## src/rtl/axi_wr_cmd_decoder.sv

```systemverilog
// Write-side command decoder: pops header/address/data words from a command FIFO and drives
// one AXI4 write transaction at a time. Optional BID check built when AXI_WR_DEC_RESP_CHK_EN is defined.
module axi_wr_cmd_decoder #(
  parameter int ADDR_WIDTH = 32,
  parameter int DATA_WIDTH = 32
) (
  input  logic                  AClk,
  input  logic                  ARst,
  input  logic [DATA_WIDTH-1:0] fifo_dout,
  input  logic                  fifo_empty,
  output logic                  fifo_rd_en,
  output logic [3:0]            TXN_ID_W_d,
  output logic [ADDR_WIDTH-1:0] awaddr_d,
  output logic [7:0]            awlen_d,
  output logic [2:0]            awsize_d,
  output logic [1:0]            awburst_d,
  output logic [1:0]            awlock_d,
  output logic [1:0]            awcache_d,
  output logic [2:0]            awprot_d,
  output logic                  wr_trn_en,
  output logic [DATA_WIDTH-1:0] wdata_d,
  output logic [3:0]            wstrb_d,
  output logic                  wvalid_d,
  input  logic                  wd_accept,
  input  logic [1:0]            bresp_d,
  input  logic [3:0]            bid_d,
  input  logic                  wr_rsp_en_d,
  output logic                  sts_wr_en,
  output logic [7:0]            sts_data,
  output logic                  busy,
  output logic [15:0]           txn_cnt,
  output logic [15:0]           err_cnt,
  output logic                  id_err
);

  localparam logic [3:0] IDLE     = 4'd0;
  localparam logic [3:0] HDR      = 4'd1;
  localparam logic [3:0] ADDR_POP = 4'd2;
  localparam logic [3:0] ADDR     = 4'd3;
  localparam logic [3:0] ISSUE    = 4'd4;
  localparam logic [3:0] DATA_POP = 4'd5;
  localparam logic [3:0] DATA_LD  = 4'd6;
  localparam logic [3:0] DATA     = 4'd7;
  localparam logic [3:0] RESP     = 4'd8;

  logic [3:0]            state_q, state_d;
  logic [3:0]            id_q, id_d;
  logic [7:0]            len_q, len_d;
  logic [2:0]            size_q, size_d;
  logic [1:0]            burst_q, burst_d;
  logic [2:0]            prot_q, prot_d;
  logic [ADDR_WIDTH-1:0] addr_q, addr_d;
  logic [7:0]            beat_q, beat_d;
  logic [DATA_WIDTH-1:0] wbeat_q, wbeat_d;
  logic                  wval_q, wval_d;
  logic                  sts_en_q, sts_en_d;
  logic [7:0]            sts_q, sts_d;
  logic [15:0]           txn_q, txn_d;
  logic [15:0]           err_q, err_d;
  logic                  pop;
  logic                  rsp_take;

  assign rsp_take = (state_q == RESP) && wr_rsp_en_d;

  always_comb begin
    state_d  = state_q;
    id_d     = id_q;
    len_d    = len_q;
    size_d   = size_q;
    burst_d  = burst_q;
    prot_d   = prot_q;
    addr_d   = addr_q;
    beat_d   = beat_q;
    wbeat_d  = wbeat_q;
    wval_d   = wval_q;
    sts_en_d = 1'b0;
    sts_d    = sts_q;
    txn_d    = txn_q;
    err_d    = err_q;
    pop      = 1'b0;
    case (state_q)
      IDLE: begin
        if (!fifo_empty) begin
          pop     = 1'b1;
          state_d = HDR;
        end
      end
      HDR: begin
        id_d    = fifo_dout[31:28];
        len_d   = fifo_dout[27:20];
        size_d  = fifo_dout[19:17];
        burst_d = fifo_dout[16:15];
        prot_d  = fifo_dout[14:12];
        if (!fifo_empty) begin
          pop     = 1'b1;
          state_d = ADDR;
        end else begin
          state_d = ADDR_POP;
        end
      end
      ADDR_POP: begin
        if (!fifo_empty) begin
          pop     = 1'b1;
          state_d = ADDR;
        end
      end
      ADDR: begin
        addr_d  = fifo_dout[ADDR_WIDTH-1:0];
        state_d = ISSUE;
      end
      ISSUE: begin
        beat_d  = len_q;
        state_d = DATA_POP;
      end
      DATA_POP: begin
        if (!fifo_empty) begin
          pop     = 1'b1;
          state_d = DATA_LD;
        end
      end
      DATA_LD: begin
        wbeat_d = fifo_dout;
        wval_d  = 1'b1;
        state_d = DATA;
      end
      DATA: begin
        if (wd_accept && wval_q) begin
          wval_d = 1'b0;
          if (beat_q == 8'd0) begin
            state_d = RESP;
          end else begin
            beat_d  = beat_q - 8'd1;
            state_d = DATA_POP;
          end
        end
      end
      RESP: begin
        if (wr_rsp_en_d) begin
          sts_en_d = 1'b1;
          sts_d    = {2'b00, bresp_d, bid_d};
          txn_d    = (txn_q == 16'hFFFF) ? txn_q : txn_q + 16'd1;
          if (bresp_d != 2'b00) begin
            err_d = (err_q == 16'hFFFF) ? err_q : err_q + 16'd1;
          end
          state_d = IDLE;
        end
      end
      default: state_d = IDLE;
    endcase
  end

  always_ff @(posedge AClk) begin
    if (ARst) begin
      state_q  <= IDLE;
      id_q     <= '0;
      len_q    <= '0;
      size_q   <= '0;
      burst_q  <= '0;
      prot_q   <= '0;
      addr_q   <= '0;
      beat_q   <= '0;
      wbeat_q  <= '0;
      wval_q   <= 1'b0;
      sts_en_q <= 1'b0;
      sts_q    <= '0;
      txn_q    <= '0;
      err_q    <= '0;
    end else begin
      state_q  <= state_d;
      id_q     <= id_d;
      len_q    <= len_d;
      size_q   <= size_d;
      burst_q  <= burst_d;
      prot_q   <= prot_d;
      addr_q   <= addr_d;
      beat_q   <= beat_d;
      wbeat_q  <= wbeat_d;
      wval_q   <= wval_d;
      sts_en_q <= sts_en_d;
      sts_q    <= sts_d;
      txn_q    <= txn_d;
      err_q    <= err_d;
    end
  end

`ifdef AXI_WR_DEC_RESP_CHK_EN
  logic id_err_q, id_err_d;

  always_comb begin
    id_err_d = id_err_q;
    if (rsp_take && (bid_d != id_q)) begin
      id_err_d = 1'b1;
    end
  end

  always_ff @(posedge AClk) begin
    if (ARst) begin
      id_err_q <= 1'b0;
    end else begin
      id_err_q <= id_err_d;
    end
  end

  assign id_err = id_err_q;
`else
  assign id_err = 1'b0;
`endif

  // Pop is suppressed during reset so an in-reset cycle never consumes a FIFO word.
  assign fifo_rd_en = pop && !ARst;
  assign wr_trn_en  = (state_q == ISSUE);
  assign busy       = (state_q != IDLE);
  assign TXN_ID_W_d = id_q;
  assign awaddr_d   = addr_q;
  assign awlen_d    = len_q;
  assign awsize_d   = size_q;
  assign awburst_d  = burst_q;
  assign awlock_d   = 2'b00;
  assign awcache_d  = 2'b00;
  assign awprot_d   = prot_q;
  assign wdata_d    = wbeat_q;
  assign wstrb_d    = 4'hF;
  assign wvalid_d   = wval_q;
  assign sts_wr_en  = sts_en_q;
  assign sts_data   = sts_q;
  assign txn_cnt    = txn_q;
  assign err_cnt    = err_q;

endmodule

```

## config.mk

```make
export PLATFORM = sky130hd
export DESIGN_NAME = axi_wr_cmd_decoder
export DESIGN_NICKNAME = d
export VERILOG_FILES = /design/src/rtl/axi_wr_cmd_decoder.sv
export SDC_FILE = /design/constraint.sdc
export NUM_CORES = 1
export LEC_CHECK = 0
export ABC_AREA = 1
export BUFFER_PORTS_ARGS = -buffer_cell sky130_fd_sc_hd__buf_4
export CAP_MARGIN = 20
export CORE_UTILIZATION = 51
export CTS_CLUSTER_SIZE = 20
export DETAILED_ROUTE_END_ITERATION = 8
export GPL_ROUTABILITY_DRIVEN = 0
export HOLD_SLACK_MARGIN = 0.03
export PLACE_DENSITY = 0.83
export SYNTH_ARGS = -nofsm -noshare
export SYNTH_HDL_FRONTEND = slang
export SYNTH_SLANG_ARGS = --single-unit
```

## constraint.sdc

```tcl
create_clock -name AClk -period 1.7 [get_ports AClk]
set_input_delay 0.085 -clock AClk [delete_from_list [all_inputs] [get_ports AClk]]
set_output_delay 0.085 -clock AClk [all_outputs]
set_load 0.05 [all_outputs]
```

==> results of run 1 <==
==> routing by layer <==
layer	routed length (µm)	part of all wire	GRT usage	vias up
met2	8380	0.48	0.483	296
met1	7130	0.41	0.343	2864
met5	0	0	0	-
li1	-	-	-	3149
met4	500	0.029	0.142	0
met3	1360	0.078	0.0759	46
==> power by group <==
| part | switching, W | internal (W) | leakage, nW | total (W) |
|---|---|---|---|---|
| Sequential | 0.000115 | 0.00335 | 1.11 | 0.00347 |
| Clock | 0.00139 | 0.00222 | 0.285 | 0.00361 |
| Combinational | 0.00118 | 0.000583 | 2.43 | 0.00176 |
==> Yosys cell counts, drive strengths merged <==
cell | instances | share of area
nor2 | 238 | 0.16
nand2 | 170 | 0.11
dfxtp | 136 | 0.46
o21ai | 104 | 0.088
a21oi | 47 | 0.040
inv | 46 | 0.029
clkbuf | 24 | 0.015
nand3 | 24 | 0.022
buf | 23 | 0.028
xnor2 | 8 | 0.012
xor2 | 8 | 0.012
nor3 | 7 | 0.0059
nand4 | 6 | 0.0063
ha | 4 | 0.0085
conb | 2 | 0.0013
nand3b | 2 | 0.0025
nor3b | 2 | 0.0025
clkinv | 1 | 0.00085
==> layout make-up <==
class | instances | area [µm²] | area share
clock buffer | 19 | 453 | 0.0528
clock inverter | 11 | 124 | 0.0144
inverter | 47 | 183 | 0.0213
multi-input combinational | 631 | 2850 | 0.332
sequential | 136 | 2760 | 0.322
tap | 140 | 175 | 0.0204
timing repair buffer | 248 | 2030 | 0.237
timing repair inverter | 1 | 5.00 | 0.000583
==> sequential cells by signal (all words and copies together) (netlist names), 2 cells and up <==
name	flops
awlen_d	8
awprot_d	3
wdata_d	32
awburst_d	2
err_cnt	16
txn_cnt	16
state_q	4
TXN_ID_W_d	4
beat_q	8
awaddr_d	32
awsize_d	3
sts_data	6
==> per-stage QoR <==
step | std cells | hold slack, ns
2_1_floorplan | 861 | 0.220
3_3_place_gp | 1153 | 0.318
3_5_place_dp | 1153 | 0.326
4_1_cts | 1226 | 0.122
5_1_grt | 1233 | 0.169
6_report | 1233 | 0.118
==> kinds of logic (layout without fill, tap and decap cells) <==
family | Yosys count | count (layout) | share of synthesized area
XOR/XNOR | 16 | 16 | 0.0237
other | 2 | 11 | 0.00127
AO/OA/AOI/OAI | 151 | 151 | 0.128
buffers and inverters | 94 | 326 | 0.0737
flip-flops | 136 | 136 | 0.461
adder cells (fa/ha/maj) | 4 | 4 | 0.00847
AND/OR/NAND/NOR | 449 | 449 | 0.304
==> worst min-delay path: stages <==
cell and delay (ns):
buf_4 0.07, nand2_1 0.08, o21ai_0 0.18, a21oi_1 0.06
==> worst paths after layout <==
check | end | slack, ns | cells past startpoint
worst max-delay path | err_cnt[15] | 0.08 | 10
worst min-delay path | wvalid_d | 0.12 | 4
worst max register to register | err_cnt[15] | 0.08 | 10
worst min register to register | sts_data[2] | 0.47 | 2
==> cells in the final DEF (no fill, tap or decap), types with 6 or more instances in the layout <==
cell and instances:
a21oi_1 46, buf_4 200, clkbuf_16 17, conb_1 11, dfxtp_1 116, dfxtp_2 14, dfxtp_4 6, dlygate4sd3_1 41
inv_1 39, inv_2 6, nand2_1 163, nand2_2 6, nand3_1 23, nand4_1 6, nor2_1 228, o21ai_0 104
xnor2_1 8, xor2_1 8
==> timing repair <==
| item | CTS | global route |
|---|---|---|
| buffers inserted | 3 | 6 |
| hold endpoints to repair | 102 | 0 |
| setup endpoints to repair | 1 | 42 |
| pin swaps | 2 | 3 |
| gates cloned | 0 | 1 |
| resized for setup | 8 | 19 |
| hold buffers | 41 | 0 |
==> run_results.csv, run 1 <==
group,metric,value,unit
status,outcome,"completed",
finish,area_growth,45.2,%
job,drv_cap,0,
synthesis,synthCells,852,
sta,fin_crit_sh,0.955,
finish,drive_gt1_frac,0.264,
detailed_routing,vias,6355,
placement,place_hpwl,10800,µm
critical_path,timing.rr.start,"state_q[2]",
grt,antenna_found_initial,0,
sta,slew_viol_final,0,
detailed_routing,drt-pass1-iter-count,5,
synthesis,postSynthAreaPerCell,6.94,µm²
sta,fmax,0.616,GHz
placement,post-place-ws,0.0586,ns
finish,final_core_utilization,0.775,
critical_path,required,2.04,ns
clocking,htreeDepth,4,
critical_path,crit_fanout,15,
grt,grt_max_degree,54,
hold_path,min_from,"wd_accept",
power_and_ir_drop,p_leak,3.83,nW
clocking,cts_root_buf,"clkbuf_16",
sta,skew,0.00726,ns
critical_path,crit_start,"state_q[2]",
power_and_ir_drop,p_total,0.00883,W
critical_path,cp-end-kind,"flop",
die,pin_count,181,
sta,min_period,1.62,ns
finish,final_net_count,1129,
sta,hold_violations,0,
clocking,path_clk_slew,0.06,ns
critical_path,slowest_delay,0.35,ns
sta,setup_tns,0,ns
finish,n_antenna_cell,0,
synthesis,ys_warn_count,0,
die,initial_core_util,0.534,
critical_path,cpMostUsedCell,"nor2_4",
critical_path,path_buf_inv,4,
synthesis,ys_seq_area_frac,0.461,
sta,setup_viol,0,
critical_path,cp_slowest_cell,"dfxtp_4",
hold_path,hp-class,"input pin to flop",
placement,place_area,0.00745,mm²
finish,fin_area,0.00858,mm²
critical_path,crit_family,"simple AND/OR/NAND/NOR gates",
finish,fillers,773,
placement,port_buffers,169,
clocking,clock-sinks,136,
detailed_routing,initialDrtViolationCount,627,
synthesis,syn_area,0.00591,mm²
detailed_routing,viasPerCell,5.15,
power_and_ir_drop,power.density,1030,mW/mm²
critical_path,critPathKind,"flop to flop",
clocking,clkLatencyLatePin,0.42,ns
clocking,numCtsBuffers,17,
detailed_routing,post_drt_wl_per_cell,14.1,µm
die,fp.dieW,110,µm
synthesis,synth_cell_types,27,
detailed_routing,ant_nets,0,
critical_path,crit_path_start_kind,"flop",
sta,layout_setup_ws,0.0769,ns
power_and_ir_drop,max-vdd-ir-drop,843,µV
grt,grt_pass1_wl,27000,µm
die,dieArea,0.0120,mm²
grt,grt_pass1_vias,5793,
grt,grt-ovfl-total,0,
detailed_routing,finalWirelength,17400,µm
detailed_routing,drc_errors,0,
die,die_h,110,µm
clocking,cts_tree,"done",
critical_path,path_cells,"buf_4 > nor2_4 > nand3_4 > buf_6 > nor2_4 > inv_2 > nor2_4 > buf_12 > nand2_1 > a21oi_1",
grt,grtUsageTotal,0.289,
critical_path,crit_arrival,1.97,ns
clocking,clockBufferDepth,2,
synthesis,synth.ff_latch_count,136,
die,fp.coreArea,0.0111,mm²
die,row_count,38,
No activity file was read; power rests on OpenSTA's default activity.
==> run 2, diff against run 1 <==
==> constraint.sdc (replaced) <==
create_clock -name AClk -period 1.7 [get_ports AClk]
set_input_delay 0 -clock AClk [delete_from_list [all_inputs] [get_ports AClk]]
set_output_delay 0 -clock AClk [all_outputs]
set_load 0.05 [all_outputs]
==> run 2 against run 1 <==
Clock power decreased by 2%. Clock skew increased by 0.0058 ns. Power is 1.1% lower. Hold slack better by 0.25 ns. Combinational power about the same. Setup slack improved by 0.013 ns. Via count fell by 0.25%. Largest power group unchanged. Highest routed layer unchanged.
==> run_results.csv, run 2 (synthesized netlist as in run 1, its figures left out) <==
group,metric,value,unit
detailed_routing,ant_nets,0,
critical_path,cp-end-kind,"flop",
sta,fmax,0.621,GHz
die,pin_count,181,
power_and_ir_drop,power_frac_seq,0.396,
die,fp.dieW,110,µm
grt,grt_pass1_wl,26900,µm
detailed_routing,initialDrtViolationCount,490,
critical_path,path_buf_inv,3,
sta,skew,0.0130,ns
critical_path,cpMostUsedCell,"inv_1",
critical_path,crit_path_start_kind,"flop",
die,dieArea,0.0120,mm²
power_and_ir_drop,swShare,0.302,
placement,port_buffers,169,
clocking,clockBufferDepth,2,
die,initial_core_util,0.534,
placement,post-place-ws,0.0433,ns
finish,layout_commonest_cell,"nor2_1",
finish,drive_gt1_frac,0.263,
power_and_ir_drop,max-vdd-ir-drop,980,µV
finish,final_core_utilization,0.776,
grt,grt_pass1_vias,5897,
sta,min_period,1.61,ns
clocking,clock-sinks,136,
detailed_routing,drt-pass1-iter-count,5,
critical_path,crit_family,"simple AND/OR/NAND/NOR gates",
clocking,clkLatencyLatePin,0.43,ns
hold_path,hp-class,"input pin to flop",
critical_path,required,2.00,ns
sta,fin_crit_sh,0.947,
finish,final_net_count,1129,
placement,place_hpwl,11000,µm
power_and_ir_drop,clkPwrFrac,0.405,
critical_path,path_cells,"inv_1 > nor3_1 > inv_1 > nor2_1 > nor2_4 > buf_12 > nand2_1 > a21oi_2",
grt,grtUsageTotal,0.291,
clocking,cts_tree,"done",
sta,layout_setup_ws,0.0898,ns
die,row_count,38,
critical_path,slowest_delay,0.38,ns
detailed_routing,viasPerCell,5.14,
grt,grt-ovfl-total,0,
clocking,htreeDepth,4,
power_and_ir_drop,p_sw,0.00264,W
finish,layout_common_cells,"nor2_1, buf_4, nand2_1, dfxtp_1, o21ai_0",
finish,fin_cells,1233,
clocking,cts_root_buf,"clkbuf_16",
detailed_routing,finalWirelength,17300,µm
power_and_ir_drop,p_leak,3.83,nW
clocking,path_clk_slew,0.05,ns
critical_path,cp_slowest_cell,"dfxtp_1",
finish,fillers,803,
grt,grt_max_degree,56,
power_and_ir_drop,combPwrFrac,0.199,
sta,slew_viol_final,0,
clocking,numCtsBuffers,17,
die,die_h,110,µm
placement,dp_cells,1155,
critical_path,crit_arrival,1.91,ns
finish,area_growth,45.4,%
status,outcome,"completed",
sta,setup_viol,0,
sta,hold_violations,0,
power_and_ir_drop,power.density,1020,mW/mm²
power_and_ir_drop,p_int,0.00610,W
grt,antenna_found_initial,0,
detailed_routing,vias,6339,
die,fp.coreArea,0.0111,mm²
critical_path,crit_fanout,15,
detailed_routing,drc_errors,0,
detailed_routing,post_drt_wl_per_cell,14.1,µm
critical_path,critPathKind,"flop to flop",
job,drv_cap,0,
## run 2: cell types whose count changed in the layout (fill, tap and decap cells not counted), sizes merged
cell	before	now
clkinv	6	2
clkinvlp	3	4
inv	48	46
diode	0	1
clkbuf	19	25
dlygate4sd3	41	42
buf	207	206
bufinv	2	0
## run 2: worst paths after layout
check                 from           end  slack (ns)  depth (start not counted)
min          fifo_dout[28]  awaddr_d[28]        0.36                          4
max reg2reg    err_cnt[15]   err_cnt[10]        0.09                          8
min reg2reg    sts_data[3]   sts_data[3]        0.46                          2
max            err_cnt[15]   err_cnt[10]        0.09                          8
## run 2: repair_timing
item,in CTS,in global routing
setup endpoints to repair,1,35
setup buffers,0,5
gates resized for setup,3,28
pin swaps,0,5
hold buffers,42,0
gates cloned,0,1
endpoints found under the hold margin,104,0
## run 2: metal layers
layer | global-route usage | routed length [µm] | vias up | part of all wire
met5 | 0 | 0 | - | 0
met4 | 0.123 | 350 | 0 | 0.020
met3 | 0.103 | 1470 | 35 | 0.085
met2 | 0.496 | 8560 | 259 | 0.49
met1 | 0.328 | 6950 | 2903 | 0.40
li1 | - | - | 3142 | -
## run 2: power groups by stage
stage | clock (W) | combinational, W | sequential (W)
6_report | 0.00354 | 0.00174 | 0.00346
5_1_grt | 0.00371 | 0.00186 | 0.00348
4_1_cts | 0.00356 | 0.00169 | 0.00345
3_5_place_dp | 0 | 0.00160 | 0.00352
3_3_place_gp | 0 | 0.00159 | 0.00352
2_1_floorplan | 0 | 0.000603 | 0.00400
## run 2: cell type report
type	count	area, µm²	area share
flip-flops and latches	136	2760	0.321
multi-input cells	631	2860	0.333
clock buffers	25	538	0.0626
well taps	140	175	0.0204
clock inverters	4	32.5	0.00378
diodes	1	2.50	0.000291
repair buffers	248	2040	0.237
inverters	47	183	0.0212
repair inverters	1	7.51	0.000873
## run 2: worst reg2reg max path: stages, from the launching register on
cell     delay (ns)
dfxtp_1        0.38
inv_1          0.09
nor3_1         0.35
inv_1          0.11
nor2_1         0.21
nor2_4         0.07
buf_12         0.15
nand2_1        0.09
a21oi_2        0.05
## run 2: metrics by stage
stage               TNS [ns]  cell area, µm²  total power (W)  hold WS (ns)
floorplan                  0            5980          0.00461         0.102
global placement           0            7460          0.00510         0.234
detailed placement         0            7460          0.00512         0.238
CTS                        0            8460          0.00870         0.348
global route          -0.141            8590          0.00905         0.362
finish                     0            8600          0.00874         0.365
